[src/rtl/csr_port_arbiter_pkg.sv]
// Shared types for the CSR port arbiter.
//
// Contents:
//   CSR_Code                 CSR operation code carried with every access.
//   CSR_NumberPath           12-bit CSR address.
//   DataPath                 32-bit CSR data word.
//   CSR_PortArbState         arbiter FSM states (IDLE, RESP).
//   CSR_ArbStarveCountPath   starvation counter width.
//   CSR_ARB_STARVE_LIMIT_MAX largest usable starvation limit.
package csr_port_arbiter_pkg;

  typedef logic [11:0] CSR_NumberPath;
  typedef logic [31:0] DataPath;

  typedef enum logic [1:0] {
    CSR_UNKNOWN,
    CSR_WRITE,
    CSR_SET,
    CSR_CLEAR
  } CSR_Code;

  typedef enum logic [0:0] {
    IDLE,
    RESP
  } CSR_PortArbState;

  typedef logic [3:0] CSR_ArbStarveCountPath;

  localparam int unsigned CSR_ARB_STARVE_LIMIT_MAX = 15;

endpackage

[src/rtl/csr_arb_starve_counter.sv]
// Saturating starvation counter for the CSR port arbiter.
//
// Ports:
//   clk, rst  clock, asynchronous active-high reset
//   inc       count one refused debug-request cycle
//   clear     return to zero (wins over everything else)
//   hold      freeze the count (wins over inc)
//   count     current count
//   atLimit   count has reached LIMIT
module csr_arb_starve_counter
  import csr_port_arbiter_pkg::*;
#(
  parameter int unsigned LIMIT = 4
) (
  input  logic                  clk,
  input  logic                  rst,
  input  logic                  inc,
  input  logic                  clear,
  input  logic                  hold,
  output CSR_ArbStarveCountPath count,
  output logic                  atLimit
);

  localparam CSR_ArbStarveCountPath LimitCnt = CSR_ArbStarveCountPath'(LIMIT);

  CSR_ArbStarveCountPath count_q, count_d;

  assign atLimit = (count_q == LimitCnt);
  assign count   = count_q;

  always_comb begin
    count_d = count_q;
    if (clear) begin
      count_d = '0;
    end else if (!hold && inc && !atLimit) begin
      count_d = count_q + CSR_ArbStarveCountPath'(1);
    end
  end

  always_ff @(posedge clk or posedge rst) begin
    if (rst) begin
      count_q <= '0;
    end else begin
      count_q <= count_d;
    end
  end

endmodule

[src/rtl/csr_port_arbiter.sv]
// Shares the single CSR unit access port between the pipeline and a
// debug/host requester. Pipeline accesses pass straight through; debug
// accesses take idle cycles, and never a cycle in which a trap or interrupt
// is taken. The debug read data is registered and held until the debug side
// accepts it.
//
// Build option: CSR_PORT_ARBITER_STARVATION_GUARD_EN
//   defined     a debug request refused STARVE_LIMIT consecutive cycles is
//               forced onto the port by stalling the pipeline.
//   undefined   strict pipeline priority; pipeStall is tied low.
//
// Ports:
//   clk, rst                                   clock, async active-high reset
//   pipeReq/pipeWE/pipeNumber/pipeCode/pipeWriteIn  pipeline access
//   pipeReadOut, pipeStall                     pipeline read data, stall
//   dbgReq/dbgWE/dbgNumber/dbgCode/dbgWriteIn  debug access request
//   dbgGnt                                     debug access performed now
//   dbgRespValid/dbgRespReady/dbgReadOut       registered debug response
//   triggerExcpt, triggerInterrupt             trap being taken this cycle
//   csrWE/csrNumber/csrCode/csrWriteIn         to the CSR unit
//   csrReadOut                                 from the CSR unit
module csr_port_arbiter
  import csr_port_arbiter_pkg::*;
#(
  parameter int unsigned STARVE_LIMIT = 4
) (
  input  logic          clk,
  input  logic          rst,
  input  logic          pipeReq,
  input  logic          pipeWE,
  input  CSR_NumberPath pipeNumber,
  input  CSR_Code       pipeCode,
  input  DataPath       pipeWriteIn,
  output DataPath       pipeReadOut,
  output logic          pipeStall,
  input  logic          dbgReq,
  input  logic          dbgWE,
  input  CSR_NumberPath dbgNumber,
  input  CSR_Code       dbgCode,
  input  DataPath       dbgWriteIn,
  output logic          dbgGnt,
  output logic          dbgRespValid,
  input  logic          dbgRespReady,
  output DataPath       dbgReadOut,
  input  logic          triggerExcpt,
  input  logic          triggerInterrupt,
  output logic          csrWE,
  output CSR_NumberPath csrNumber,
  output CSR_Code       csrCode,
  output DataPath       csrWriteIn,
  input  DataPath       csrReadOut
);

  if (STARVE_LIMIT < 1 || STARVE_LIMIT > CSR_ARB_STARVE_LIMIT_MAX) begin : gen_bad_limit
    $error("csr_port_arbiter: STARVE_LIMIT out of range 1..15");
  end

  CSR_PortArbState state_q, state_d;
  DataPath         dbg_read_q;
  logic            trap;
  logic            forced;
  logic            grant;

  assign trap = triggerExcpt | triggerInterrupt;

`ifdef CSR_PORT_ARBITER_STARVATION_GUARD_EN
  logic                  starve_inc;
  logic                  starve_hold;
  CSR_ArbStarveCountPath starve_cnt;

  // Every refused IDLE request cycle counts, trap cycles included, so a
  // forced grant is pending as soon as the trap cycle is over.
  assign starve_inc  = (state_q == IDLE) && dbgReq && !grant;
  assign starve_hold = (state_q == RESP);

  csr_arb_starve_counter #(
    .LIMIT (STARVE_LIMIT)
  ) u_starve_counter (
    .clk     (clk),
    .rst     (rst),
    .inc     (starve_inc),
    .clear   (grant),
    .hold    (starve_hold),
    .count   (starve_cnt),
    .atLimit (forced)
  );

  // A forced grant takes the port away from a live pipeline access.
  assign pipeStall = grant && pipeReq;
`else
  assign forced    = 1'b0;
  assign pipeStall = 1'b0;
`endif

  assign grant = (state_q == IDLE) && dbgReq && !trap && (!pipeReq || forced);

  assign dbgGnt       = grant;
  assign dbgRespValid = (state_q == RESP);
  assign dbgReadOut   = dbg_read_q;
  assign pipeReadOut  = csrReadOut;

  // Port mux: the debug fields only when granted, pipeline otherwise.
  always_comb begin
    csrWE      = pipeReq && pipeWE;
    csrNumber  = pipeNumber;
    csrCode    = pipeCode;
    csrWriteIn = pipeWriteIn;
    if (grant) begin
      csrWE      = dbgWE;
      csrNumber  = dbgNumber;
      csrCode    = dbgCode;
      csrWriteIn = dbgWriteIn;
    end
  end

  always_comb begin
    state_d = state_q;
    unique case (state_q)
      IDLE: if (grant) state_d = RESP;
      RESP: if (dbgRespReady) state_d = IDLE;
      default: state_d = IDLE;
    endcase
  end

  always_ff @(posedge clk or posedge rst) begin
    if (rst) begin
      state_q <= IDLE;
    end else begin
      state_q <= state_d;
    end
  end

  always_ff @(posedge clk or posedge rst) begin
    if (rst) begin
      dbg_read_q <= '0;
    end else if (grant) begin
      dbg_read_q <= csrReadOut;
    end
  end

endmodule

[config.mk]
export PLATFORM = sky130hd
export DESIGN_NAME = csr_port_arbiter
export DESIGN_NICKNAME = d
export VERILOG_FILES = /design/src/rtl/csr_port_arbiter_pkg.sv /design/src/rtl/csr_arb_starve_counter.sv /design/src/rtl/csr_port_arbiter.sv
export SDC_FILE = /design/constraint.sdc
export NUM_CORES = 1
export LEC_CHECK = 0
export CAP_MARGIN = 5
export CORE_AREA = 3 3 95 97
export DETAILED_ROUTE_END_ITERATION = 7
export DIE_AREA = 0 0 98 100
export PLACE_DENSITY = 0.76
export SLEW_MARGIN = 10
export SYNTH_ARGS = -nofsm -noshare
export SYNTH_HDL_FRONTEND = slang
export SYNTH_SLANG_ARGS = --single-unit
[constraint.sdc]
create_clock -name clk -period 4.6 [get_ports clk]
set_clock_uncertainty 0.1 [all_clocks]
set_input_delay 1.38 -clock clk [delete_from_list [all_inputs] [get_ports clk]]
set_output_delay 1.38 -clock clk [all_outputs]
set_load 0.05 [all_outputs]
==> metrics.cfg <==
[run_status]
status=finished clean

[placed_design]
hpwl_um=6830
port_buffers=245
dpl_cell_area_sq_mm=0.00429
dpl.cell_count=473
gp_congestion=0.856

[power_and_ir_drop]
irDropWorstVdd_v=0.000234
p_leak_nw=1.80
swShare_pct=44.5
p_per_area_mw_per_mm2=331
internal_power_w=0.000805
clkPwrFrac_pct=14.5
combPwrFrac_pct=58.4
seqPwrFrac_pct=27.1
power.switching_w=0.000644
power.total_w=0.00145

[cts]
post_cts_buffers=0
clk_pin_slew_ps=60
cts.sinks=33
ctsHoldBuffers=0
cts_max_path_buffers=2
cts_tree=yes
clk_latency_ps=280
h-tree-depth=2
numCtsBuffers=5
cts_resized=0
clock-root-buffer=clkbuf_8

[routing]
drc=0
highest_layer=met5
post_drt_wl_per_cell_um=16.9
wl_met2_um=4290
drt_iter0_markers=3
m1WireLength_um=2870
num_vias=2049
route.met3.wl_um=895
wirelength_um=8120
drt_pass1_iterations=2
vias_per_cell=4.26
ant_nets=0

[final_layout]
fin_nets=508
layout_commonest_cell=clkdlybuf4s50_1
mostFrequentLayoutCells=195 x clkdlybuf4s50_1, 71 x mux2_2, 52 x buf_4
drive_gt1_share_pct=35.4
antennaDiodeCount=0
areaGrowthSynthToFinish_pct=109
stdcell_count=481
fin_util_pct=53.3
final_cell_area_sq_mm=0.00438

[yosys]
avgSynthCellArea_sq_um=13.2
ys_seq_elements=33
synth_top_area_share_pct=39.4
syn-cell-area_sq_mm=0.00210
yosys-top-cells-area=dfrtp_1 39%, mux2_2 38%, buf_4 12%
yosysWarnings=0
synthesis.nets=292
yosys.area.top_type=dfrtp_1
synth.distinct_cells=11
ys_seq_area_share_pct=39.4
synthCells=159

[global_route]
grtUsageTotal_pct=15.7
antenna_found_initial=1
grt_max_degree=37
grt_pass1_vias=2186
grt_overflow=0
grt_first_pass_wirelength_um=12100

[floorplan]
num_io_pins=247
initial_core_util_pct=25.5
die-area_sq_mm=0.00980
std_cell_rows=33
die_w_um=98
core_area_sq_mm=0.00822
dieHeight_um=100

[timing]
fin_crit_ps=4510
tightest_slew_ps=558
max_freq_mhz=222
setup_violations=0
maxSlewViolCount=0
hold_viol_final=0
period_share_pct=98.0
rsz0062_at_grt=false
tns_ps=0
maxSlewHeadroom_pct=62.7

[job]
drv_cap=0

[worst_setup_path]
path_max_fanout=36
cp.arrival_ps=3030
cp.required_ps=3120
cp-end-kind=output port
startpoint_type=input pin
crit_type=input pin to output port

[worst_hold_path]
hp-class=flip-flop to flip-flop

stage by stage:
stage	hold slack, ps	worst slack [ps]
2_1_floorplan	728	362
6_report	385	90.1
4_1_cts	393	71.6
3_5_place_dp	378	87.5
3_3_place_gp	367	89.5
5_1_grt	411	11.8
cell families after synthesis:
family	Yosys count	share of synthesized area, %
flip-flops	33	39.4
AND/OR/NAND/NOR	2	1.31
buffers and inverters	43	16.5
multiplexers	78	41.9
AO/OA/AOI/OAI	2	0.776
other	1	0.179
final timing paths:
path,from,endpoint,slack [ps],depth (start not counted)
setup / recovery,pipeReq,csrCode[1],90,6
hold / removal,dbgReadOut[17]$_DFFE_PP0P_,dbgReadOut[17]$_DFFE_PP0P_,390,1
setup reg to reg,dbgRespValid$_DFF_PP0_,dbgReadOut[29]$_DFFE_PP0P_,2580,4
hold reg to reg,dbgReadOut[17]$_DFFE_PP0P_,dbgReadOut[17]$_DFFE_PP0P_,390,1
max in group asynchronous,rst,dbgReadOut[29]$_DFFE_PP0P_,2700,3
min in group asynchronous,rst,dbgReadOut[26]$_DFFE_PP0P_,1400,3
state kept, by name, summed over array words and instances (netlist names):
name and cells:
dbgReadOut 32, dbgRespValid 1
routing by layer:
metal | global-route usage [%] | vias up
met4 | 3.19 | 2
met5 | 0 | -
met2 | 29.1 | 130
met1 | 16.7 | 945
met3 | 6.53 | 7
li1 | - | 965
area by class of cell:
| class | count | area [sq um] |
|---|---|---|
| multi-input cells | 83 | 926 |
| flip-flops and latches | 33 | 826 |
| clock buffers | 7 | 76.3 |
| well taps | 105 | 131 |
| fillers | 733 | 3840 |
| clock inverters | 1 | 7.51 |
| repair buffers | 250 | 2400 |
| inverters | 2 | 7.51 |
synth_stat cells:
cell type and instances:
mux2_2 71, conb_1 1, dfrtp_1 33, inv_1 2, a22o_1 1, a21o_1 1, buf_6 8, nand2b_1 1
buf_4 33, mux2_1 7, nor4_4 1
critical path: stages:
cell and delay [ps]:
clkdlybuf4s50_1 420, nand2b_1 180, nor4_4 220, buf_12 260
mux2_2 360, buf_4 190
power by group through the flow:
stage               Clock [W]  Combinational [W]  Sequential (W)
floorplan                   0           0.000279        0.000638
CTS                  0.000222           0.000854        0.000394
detailed placement          0           0.000851        0.000399
finish               0.000210           0.000847        0.000392
global placement            0           0.000848        0.000393
global route         0.000238           0.000879        0.000402
(Power assumes the default switching activity.)
